## src/rtl/pipe_register_stage.sv

```systemverilog
// One data-plus-valid stage of the pipe_register delay line.
// Holds its contents when load is low; data only loads when the upstream word is valid.
module pipe_register_stage #(
  parameter int unsigned WIDTH = 4
) (
  input  logic             clk,
  input  logic             rst_n,
  input  logic             clr,
  input  logic             load,
  input  logic             in_valid,
  input  logic [WIDTH-1:0] in_data,
  output logic             valid,
  output logic [WIDTH-1:0] data
);

  // Flush clears only the valid flag; stale data stays put.
  always_ff @(posedge clk) begin
    if (!rst_n) begin
      valid <= 1'b0;
      data  <= '0;
    end else if (clr) begin
      valid <= 1'b0;
    end else if (load) begin
      valid <= in_valid;
      if (in_valid) begin
        data <= in_data;
      end
    end
  end

endmodule

```

## src/rtl/pipe_register.sv

```systemverilog
// Stallable DEPTH-stage valid/ready delay line with bubble collapse, flush and occupancy count.
// Optional macro PIPE_REGISTER_STALL_CNT_EN adds a saturating 16-bit output-stall counter.
module pipe_register #(
  parameter int unsigned  WIDTH = 4,
  parameter int unsigned  DEPTH = 2,
  localparam int unsigned CNT_W = $clog2(DEPTH + 1)
) (
  input  logic             clk,
  input  logic             rst_n,
  input  logic             clr,
  input  logic             in_valid,
  output logic             in_ready,
  input  logic [WIDTH-1:0] in_data,
  output logic             out_valid,
  input  logic             out_ready,
  output logic [WIDTH-1:0] out_data,
  output logic [CNT_W-1:0] count
`ifdef PIPE_REGISTER_STALL_CNT_EN
  ,
  output logic [15:0]      stall_cnt
`endif
);

  logic [DEPTH-1:0] valid;
  logic [DEPTH-1:0] move;
  logic [DEPTH-1:0] load;
  logic [WIDTH-1:0] data [DEPTH];
  logic             accept;

  // Move chain resolves from the output backward so a draining stage frees its predecessor.
  always_comb begin
    move = '0;
    load = '0;
    move[DEPTH-1] = valid[DEPTH-1] && out_ready;
    for (int i = int'(DEPTH) - 2; i >= 0; i--) begin
      move[i] = valid[i] && (!valid[i+1] || move[i+1]);
    end
    load = ~valid | move;
  end

  assign in_ready  = load[0] && !clr && rst_n;
  assign accept    = in_valid && in_ready;
  assign out_valid = valid[DEPTH-1];
  assign out_data  = data[DEPTH-1];

  for (genvar g = 0; g < int'(DEPTH); g++) begin : g_stage
    logic             stg_in_valid;
    logic [WIDTH-1:0] stg_in_data;

    if (g == 0) begin : g_head
      assign stg_in_valid = accept;
      assign stg_in_data  = in_data;
    end else begin : g_body
      assign stg_in_valid = move[g-1];
      assign stg_in_data  = data[g-1];
    end

    pipe_register_stage #(
      .WIDTH (WIDTH)
    ) u_stage (
      .clk      (clk),
      .rst_n    (rst_n),
      .clr      (clr),
      .load     (load[g]),
      .in_valid (stg_in_valid),
      .in_data  (stg_in_data),
      .valid    (valid[g]),
      .data     (data[g])
    );
  end

  always_ff @(posedge clk) begin
    if (!rst_n || clr) begin
      count <= '0;
    end else begin
      count <= count + CNT_W'(accept) - CNT_W'(move[DEPTH-1]);
    end
  end

`ifdef PIPE_REGISTER_STALL_CNT_EN
  always_ff @(posedge clk) begin
    if (!rst_n || clr) begin
      stall_cnt <= '0;
    end else if (out_valid && !out_ready && (stall_cnt != 16'hFFFF)) begin
      stall_cnt <= stall_cnt + 16'd1;
    end
  end
`endif

endmodule

```

## config.mk

```make
export PLATFORM = sky130hd
export DESIGN_NAME = pipe_register
export DESIGN_NICKNAME = d
export VERILOG_FILES = /design/src/rtl/pipe_register_stage.sv /design/src/rtl/pipe_register.sv
export SDC_FILE = /design/constraint.sdc
export NUM_CORES = 1
export LEC_CHECK = 0
export ABC_AREA = 1
export BUFFER_PORTS_ARGS = -buffer_cell sky130_fd_sc_hd__buf_2
export CORE_MARGIN = 2
export CORE_UTILIZATION = 44
export DETAILED_ROUTE_END_ITERATION = 10
export PLACE_DENSITY = 0.7
export SLEW_MARGIN = 20
export SYNTH_ARGS = -nofsm -noshare
export SYNTH_HDL_FRONTEND = slang
export SYNTH_HIERARCHICAL = 1
export SYNTH_SLANG_ARGS = --single-unit
```

## constraint.sdc

```tcl
create_clock -name clk -period 1.5 [get_ports clk]
set_clock_uncertainty 0.1 [all_clocks]
set_input_delay 0.375 -clock clk [delete_from_list [all_inputs] [get_ports clk]]
set_output_delay 0.375 -clock clk [all_outputs]
set_load 0.02 [all_outputs]
```

# Word level (Yosys, flattened, before mapping)
# Index checks and enable logic that the tools add are counted.
[totals]
reg_bits = 12
in_bits = 9
elab_cells = 24
[op_classes]
n_addsub = 2
bitwise_logic = 4
n_reduce_logical = 13
[op_table]
columns = ["cell", "count"]
rows = [
  ["$reduce_and A3 Y1", 2],
  ["$logic_and A1 B1 Y1", 5],
  ["$logic_not A1 Y1", 3],
  ["$add A2 B1 Y2", 1],
  ["$logic_or A1 B1 Y1", 2],
  ["$not A1 Y1", 2],
  ["$not A2 Y2", 1],
  ["$or A2 B2 Y2", 1],
  ["$reduce_or A2 Y1", 1],
  ["$sub A2 B1 Y2", 1],
]

# Logic depth before layout (Yosys ltp)
# Gate-level depths: netlist (run 1).
[logic_depth]
word_depth = 9
ltp_mapped = 13

# Hierarchy
# Netlist (run 1), hierarchy kept.
[modules_own_cells]
columns = ["module", "n_inst", "cells_per_inst", "area_per_inst_um2", "seq_area_each_um2"]
rows = [
  ["pipe_register_stage", 2, 32, 216.5, 100.1],
  ["pipe_register", 1, 27, 185.2, 40.0],
]

# Worst setup path before layout (run 1)
# Ideal clock, no wire load.
[synth_timing]
kind = "register to register"
startpoint = "reg g_stage[1].u_stage.valid"
endpoint = "reg count[1]"
setup_ps = 115
arrival_time_ps = 1558
required_ps = 1285
setup_slack_ps = -273
stages_incl_launch_ff = 13
path_buffers = 0
period_less_slack_ps = 1773
cell_sequence = "dfxtp_1 nand3_2 nand2_2 inv_2 nand2_4 ha_1 inv_1 ha_1 inv_1 nand2_1 nand3_1 nand2_1 nor2_1"
[synth_between]
elab_chain_cells = 9
word_cells_on_any_way = 10
classes_between = "add/sub (2); bitwise (1); reduce/logical (7)"
[synth_rtl]
columns = ["item", "line_no", "text"]
rows = [
  ["from (decl)", "pipe_register_stage.sv:12", "output logic valid,"],
  ["from (signal assigned)", "pipe_register_stage.sv:24", "valid <= in_valid;"],
  ["$logic_not A1 Y1 or $logic_and A1 B1 Y1 (tied branches)", "pipe_register.sv:36, pipe_register.sv:34", ""],
  ["$logic_or A1 B1 Y1 *", "pipe_register.sv:36", "move[i] = valid[i] && (!valid[i+1] || move[i+1]);"],
  ["$logic_and A1 B1 Y1 *", "pipe_register.sv:36", ""],
  ["$or A2 B2 Y2 *", "pipe_register.sv:38", "load = ~valid | move;"],
  ["via load[0]", "pipe_register.sv:26", "logic [DEPTH-1:0] load;"],
  ["$logic_and A1 B1 Y1 * (2 in series)", "pipe_register.sv:41", "assign in_ready = load[0] && !clr && rst_n;"],
  ["via in_ready", "pipe_register.sv:12", "output logic in_ready,"],
  ["$logic_and A1 B1 Y1 *", "pipe_register.sv:42", "assign accept = in_valid && in_ready;"],
  ["$add A2 B1 Y2 *", "pipe_register.sv:76", "count <= count + CNT_W'(accept) - CNT_W'(move[DEPTH-1]);"],
  ["$sub A2 B1 Y2 *", "pipe_register.sv:76", ""],
  ["to (signal assigned)", "pipe_register.sv:76", ""],
  ["to (decl)", "pipe_register.sv:17", "output logic [CNT_W-1:0] count"],
]
# Mark *: on every way through the listed nets, which the timed path passes. The rest lies on a longest branch.
# A chain may end at the register's enable or synchronous reset.

# Worst setup path in the final report (run 1)
[layout_timing]
startpoint = "reg g_stage[1].u_stage.valid"
endpoint = "reg count[1]"
[layout_between]
elab_chain_cells = 9
word_cells_on_any_way = 10
classes_between = "add/sub (2); bitwise (1); reduce/logical (7)"
[layout_rtl]
columns = ["item", "line_no"]
rows = [
  ["$logic_not A1 Y1 or $logic_and A1 B1 Y1 (tied branches)", "pipe_register.sv:36, pipe_register.sv:34"],
  ["$logic_or A1 B1 Y1 *", "pipe_register.sv:36"],
  ["$logic_and A1 B1 Y1 *", "pipe_register.sv:36"],
  ["$or A2 B2 Y2 *", "pipe_register.sv:38"],
  ["via load[0]", "pipe_register.sv:26"],
  ["$logic_and A1 B1 Y1 * (2 in series)", "pipe_register.sv:41"],
  ["$logic_and A1 B1 Y1 *", "pipe_register.sv:42"],
  ["$add A2 B1 Y2 *", "pipe_register.sv:76"],
  ["$sub A2 B1 Y2 *", "pipe_register.sv:76"],
]
# Marked as above.

==> results of run 1 <==
==> path summary, 6_finish.rpt <==
check                                     startpoint                                 endpoint  slack, ps
max            g_stage[1].u_stage/valid$_SDFFE_PP0P_                      count[1]$_SDFF_PP0_        -40
min reg2reg  g_stage[0].u_stage/data[3]$_SDFFE_PN0P_  g_stage[1].u_stage/data[3]$_SDFFE_PN0P_        390
max reg2reg    g_stage[1].u_stage/valid$_SDFFE_PP0P_                      count[1]$_SDFF_PP0_        -40
min                                       in_data[3]  g_stage[0].u_stage/data[3]$_SDFFE_PN0P_        220
==> sequential cells by signal, indices dropped and copies added, names as in the netlist <==
signal / cells
g_stage.u_stage/valid: 2
count: 2
g_stage.u_stage/data: 8
==> what timing repair did <==
action / 4_1_cts / 5_1_grt
setup buffers: 0 / 1
pin swaps: 6 / 3
hold buffers: 0 / 0
gates resized for setup: 3 / 2
endpoints found under the setup margin: 3 / 3
==> per-layer routing <==
metal / vias up / track usage / wire (µm)
li1: 321 / - / -
met1: 265 / 0.188 / 537
met2: 14 / 0.300 / 718
met3: 4 / 0.0435 / 50
met4: 0 / 0.0968 / 29
met5: - / 0 / 0
==> where the power goes <==
part           internal, mW  switching, mW
combinational        0.0359         0.0472
clock                 0.147          0.111
sequential            0.323        0.00361
total                 0.507          0.161
==> critical path, cell delays in order (launching register included) <==
cell and delay (ps):
dfxtp_4 360, nand3_4 70, nand2_4 60, inv_4 50
nand2_4 50, ha_4 280, inv_4 40, ha_4 150
inv_2 40, nand2_2 60, a21oi_2 130, nor2_1 50
==> cell families (layout without fill, tap and decap cells) <==
logic type | Yosys count | count (layout) | synth area share
compound gates | 4 | 4 | 0.0364
fa+ha+maj | 2 | 2 | 0.0405
buf+inv | 21 | 50 | 0.128
flops | 12 | 12 | 0.389
simple gates | 52 | 52 | 0.407
==> Yosys cell counts <==
master    number  share of area
ha_1           2          0.040
inv_2          2          0.012
nand3_2        1          0.016
a21oi_1        3          0.024
nand2_2        1          0.010
a21boi_0       1          0.012
nand2_4        1          0.018
nor3b_1        1          0.012
nor2_1        17           0.10
nand3_1        1         0.0081
inv_1         19           0.12
nand2_1       27           0.16
nand3_4        2          0.057
dfxtp_1       12           0.39
nor2_4         1          0.018
==> cells in the final DEF (no fill, tap or decap), drive strengths merged <==
master and n:
ha 2, nor3b 1, nor2 18, nand3 4, nand2 29, a21oi 3, dfxtp 12, a21boi 1
buf 25, inv 21, clkbuf 4
==> per-stage QoR <==
stage / power, mW / instances / util / TNS (ps) / hold slack (ps)
4_1_cts: 0.673 / 134 / 0.684 / -60.0 / 216
3_5_place_dp: 0.414 / 130 / 0.649 / -924 / 371
3_3_place_gp: 0.411 / 130 / 0.649 / -676 / 364
5_1_grt: 0.701 / 135 / 0.695 / -115 / 217
6_report: 0.668 / 135 / 0.695 / -35.7 / 222
2_1_floorplan: 0.375 / 91 / - / -124 / 350
==> final cells by class <==
| class | count | area, µm² |
|---|---|---|
| inverters | 21 | 98.8 |
| fillers | 125 | 397 |
| flip-flops and latches | 12 | 245 |
| well taps | 15 | 18.8 |
| clock buffers | 4 | 36.3 |
| multi-input cells | 58 | 355 |
| repair buffers | 25 | 150 |
==> results.ini, run 1 <==
[outcome]
status = finished with violations
violations = setup timing

[power]
p_per_area_mw_per_mm2 = 738
p_leak_nw = 0.502
peakVddDrop_v = 0.000646

[grt]
grt_usage = 0.172
grt_max_degree = 11
grt_pass1_wl_um = 2210
grt_overflow = 0
grt_pass1_vias = 537
antenna_found_initial = 0

[final_layout]
drive_gt1_frac = 0.417
final_cell_area_um2 = 905
fin_nets = 132
diodes = 0
area_delta_synth_final_pct = 46.4

[sta]
layout_setup_ws_ps = -35.7
hold_viol = 0
worst_pin_slew_ps = 152
fmax_mhz = 651
min_period_over_period = 1.02
rsz0062_at_grt = true
finalCriticalPeriod_ps = 1540
slew_violations = 0
slew_headroom = 0.898
setup_viol = 1

[place]
place_congestion = 0.756
dpl-instance-area_um2 = 845
post-place-ws_ps = -346
hpwl_um = 1090
port_buffers = 16

[die]
die_h_um = 41.5
die_x_um = 41.5
fp-row-count = 13
core_area_mm2 = 0.00130
initial_utilization = 0.475
die-area_mm2 = 0.00172
ios = 17

[flow_run]
cap_violations = 0

[critical_path]
startpoint_type = register
worstSetupPathType = register to register
critPathMaxFanout = 3
crit_required_ps = 1570
cp_data_arrival_time_ps = 1610
reg2reg_depth = 11
cp-end-kind = register

[clock_tree]
insertion_delay_ps = 270
cts.reportedPaths.clkPinSlew_ps = 80
cts_buffers = 3
clockBufferDepth = 2
cts_root_buffer = clkbuf_4
htreeDepth = 1
cts_tree = done
clock-sinks = 12

[logic_synthesis]
synthCells = 91
syn-cell-area_um2 = 618
syn-num-nets = 102
syn_area_per_cell_um2 = 6.79
ys_types = 15
synth_seq_area_share = 0.389
ys_ff_latch = 12
ys.warnings.count = 6

[detailed_routing]
wl_per_cell_um = 9.89
ant_nets = 0
postRouteWirelength_um = 1340
via_per_inst = 4.47
first_pass_iters = 4
drc = 0
vias = 604
drt_iter0_markers = 10

[min_path]
hold_path_class = input pin to register
holdPathStages = 3

Note: power is estimated with default switching activity, not from simulation.
==> inputs of run 2 (changes only) <==
- CELL_PAD_IN_SITES_DETAIL_PLACEMENT: not set -> 1
- CELL_PAD_IN_SITES_GLOBAL_PLACEMENT: not set -> 1
- CORE_ASPECT_RATIO: not set -> 1.5
- CORE_UTILIZATION: 44 -> 30
- PLACE_DENSITY: 0.7 -> 0.68
==> run 2 against run 1 <==
  * The run still ends with setup timing left
  * Count of clock-buffer cells in the layout unchanged
  * Non-clock buffer count up 2
  * Utilization down 23 points
  * Fmax up 2.3%
  * Die area up 42%
  * Global-route usage down 2.9 points
  * Largest power group unchanged
==> results.ini, run 2 (synthesis gave the netlist of run 1 again) <==
[outcome]
status = finished with violations
violations = setup timing

[sta]
layout_setup_ws_ps = -0.840  ; +34.9 ps
fmax_mhz = 666  ; +2.3%
finalCriticalPeriod_ps = 1500  ; -34.9 ps
slew_headroom = 0.893  ; -0.00484
slew_violations = 0  ; unchanged
worst_pin_slew_ps = 159  ; +7.20 ps
rsz0062_at_grt = true
hold_viol = 0  ; unchanged
min_period_over_period = 1.00  ; -0.0232
setup_viol = 1  ; unchanged

[die]
die-area_mm2 = 0.00245  ; +42%
initial_utilization = 0.313  ; -0.162
ios = 17  ; unchanged
die_x_um = 41.1  ; -1.0%
fp-row-count = 20  ; +7
die_h_um = 59.6  ; +44%
core_area_mm2 = 0.00198  ; +52%

[grt]
grt_pass1_wl_um = 2330  ; +5.3%
grt_usage = 0.143  ; -0.0289
use_met1 = 0.136  ; -0.0520
gr-usage-met2 = 0.254  ; -0.0455
busiest_layer = met2
antenna_found_initial = 0  ; unchanged
grt_pass1_vias = 599  ; +12%
grt_overflow = 0  ; unchanged
grt_use_met3 = 0.0338  ; -0.00964
grt_max_degree = 11  ; unchanged

[place]
hpwl_um = 1160  ; +6.1%
place_congestion = 0.630  ; -17%
port_buffers = 16  ; unchanged

[clock_tree]
clockBufferDepth = 2  ; unchanged
cts_buffers = 3  ; unchanged
cts_tree = done
cts_root_buffer = clkbuf_4
cts.reportedPaths.clkPinSlew_ps = 70  ; about the same
hold_buffers = 0  ; unchanged
clock-sinks = 12  ; unchanged
htreeDepth = 1  ; unchanged
insertion_delay_ps = 260  ; about the same

[detailed_routing]
first_pass_iters = 2  ; -2
postRouteWirelength_um = 1440  ; +7.5%
drc = 0  ; unchanged
vias = 624  ; +3.3%
drt_iter0_markers = 4  ; -6
via_per_inst = 4.33  ; -3.1%
wl_per_cell_um = 9.97  ; +0.77%
ant_nets = 0  ; unchanged

[power]
peakVddDrop_v = 0.000483  ; -25%
p_leak_nw = 0.502  ; about the same
p_per_area_mw_per_mm2 = 670  ; -9.2%
power_uw = 617  ; -7.6%

[flow_run]
cap_violations = 0  ; unchanged

[critical_path]
critPathMaxFanout = 3  ; unchanged
crit_required_ps = 1560  ; about the same
worstSetupPathType = register to register
cp_data_arrival_time_ps = 1560  ; -50 ps
r2r_slack_ps = -0.8  ; +30 ps
cp-end-kind = register
startpoint_type = register

[final_layout]
layout_commonest_cell = nand2_1
area_delta_synth_final_pct = 49.0
regArea_um2 = 245  ; unchanged
diodes = 0  ; unchanged
mostFrequentLayoutCells = nand2_1, nor2_1, inv_1, buf_2, buf_4
multiInputGateArea_um2 = 358  ; +0.70%
top_regs = g_stage.u_stage/data (8), count (2), g_stage.u_stage/valid (2)
largest-register = g_stage.u_stage/data
final_core_util = 0.466  ; -0.229
fin_nets = 134  ; +1.5%
drive_gt1_frac = 0.434  ; +0.0178
fillers = 269  ; +120%
largest_register_ffs = 8  ; unchanged

[min_path]
hold_path_class = input pin to register

run 2: cell type report:
type | count | share of cell area
multi-input combinational | 58 | 0.389
clock buffer | 4 | 0.0285
sequential | 12 | 0.266
timing repair buffer | 27 | 0.179
tap | 22 | 0.0299
inverter | 21 | 0.107
run 2: metrics by stage:
stage	std cells	instance area [µm²]	TNS [ps]	setup WS, ps	hold WS (ps)
CTS	143	898	-27.1	-27.1	230
detailed placement	137	853	-888	-308	377
floorplan	91	686	-124	-84.9	350
global placement	137	853	-676	-275	369
global route	144	921	-129	-60.0	220
finish	144	921	-0.840	-0.840	234
run 2: path summary, 6_finish.rpt:
| check | startpoint | endpoint | cells after the start |
|---|---|---|---|
| hold reg to reg | g_stage[0].u_stage/data[2]$_SDFFE_PN0P_ | g_stage[1].u_stage/data[2]$_SDFFE_PN0P_ | 2 |
| setup / recovery | g_stage[1].u_stage/valid$_SDFFE_PP0P_ | count[1]$_SDFF_PP0_ | 11 |
| hold / removal | in_data[1] | g_stage[0].u_stage/data[1]$_SDFFE_PN0P_ | 3 |
| setup reg to reg | g_stage[1].u_stage/valid$_SDFFE_PP0P_ | count[1]$_SDFF_PP0_ | 11 |
run 2: repair_timing:
item	4_1_cts	5_1_grt
pin swaps	6	2
resized for setup	2	5
endpoints found under the setup margin	1	5
setup buffers	2	1
run 2: per-layer routing:
| metal | share of wire | vias to the layer above |
|---|---|---|
| met1 | 0.36 | 285 |
| met3 | 0.038 | 2 |
| met5 | 0 | - |
| met2 | 0.59 | 12 |
| met4 | 0.012 | 0 |
| li1 | - | 325 |
run 2: where the power goes:
part / total, mW / switching, mW / internal [mW]
clock: 0.205 / 0.102 / 0.103
sequential: 0.327 / 0.00395 / 0.323
combinational: 0.0850 / 0.0481 / 0.0369
run 2: critical path: stages, from the launching register on:
cell,delay (ps)
dfxtp_4,360
nand3_4,70
nand2_4,50
inv_4,60
nand2_4,50
ha_4,250
inv_2,30
ha_4,150
inv_2,50
nand2_2,60
a21oi_2,120
nor2_1,50
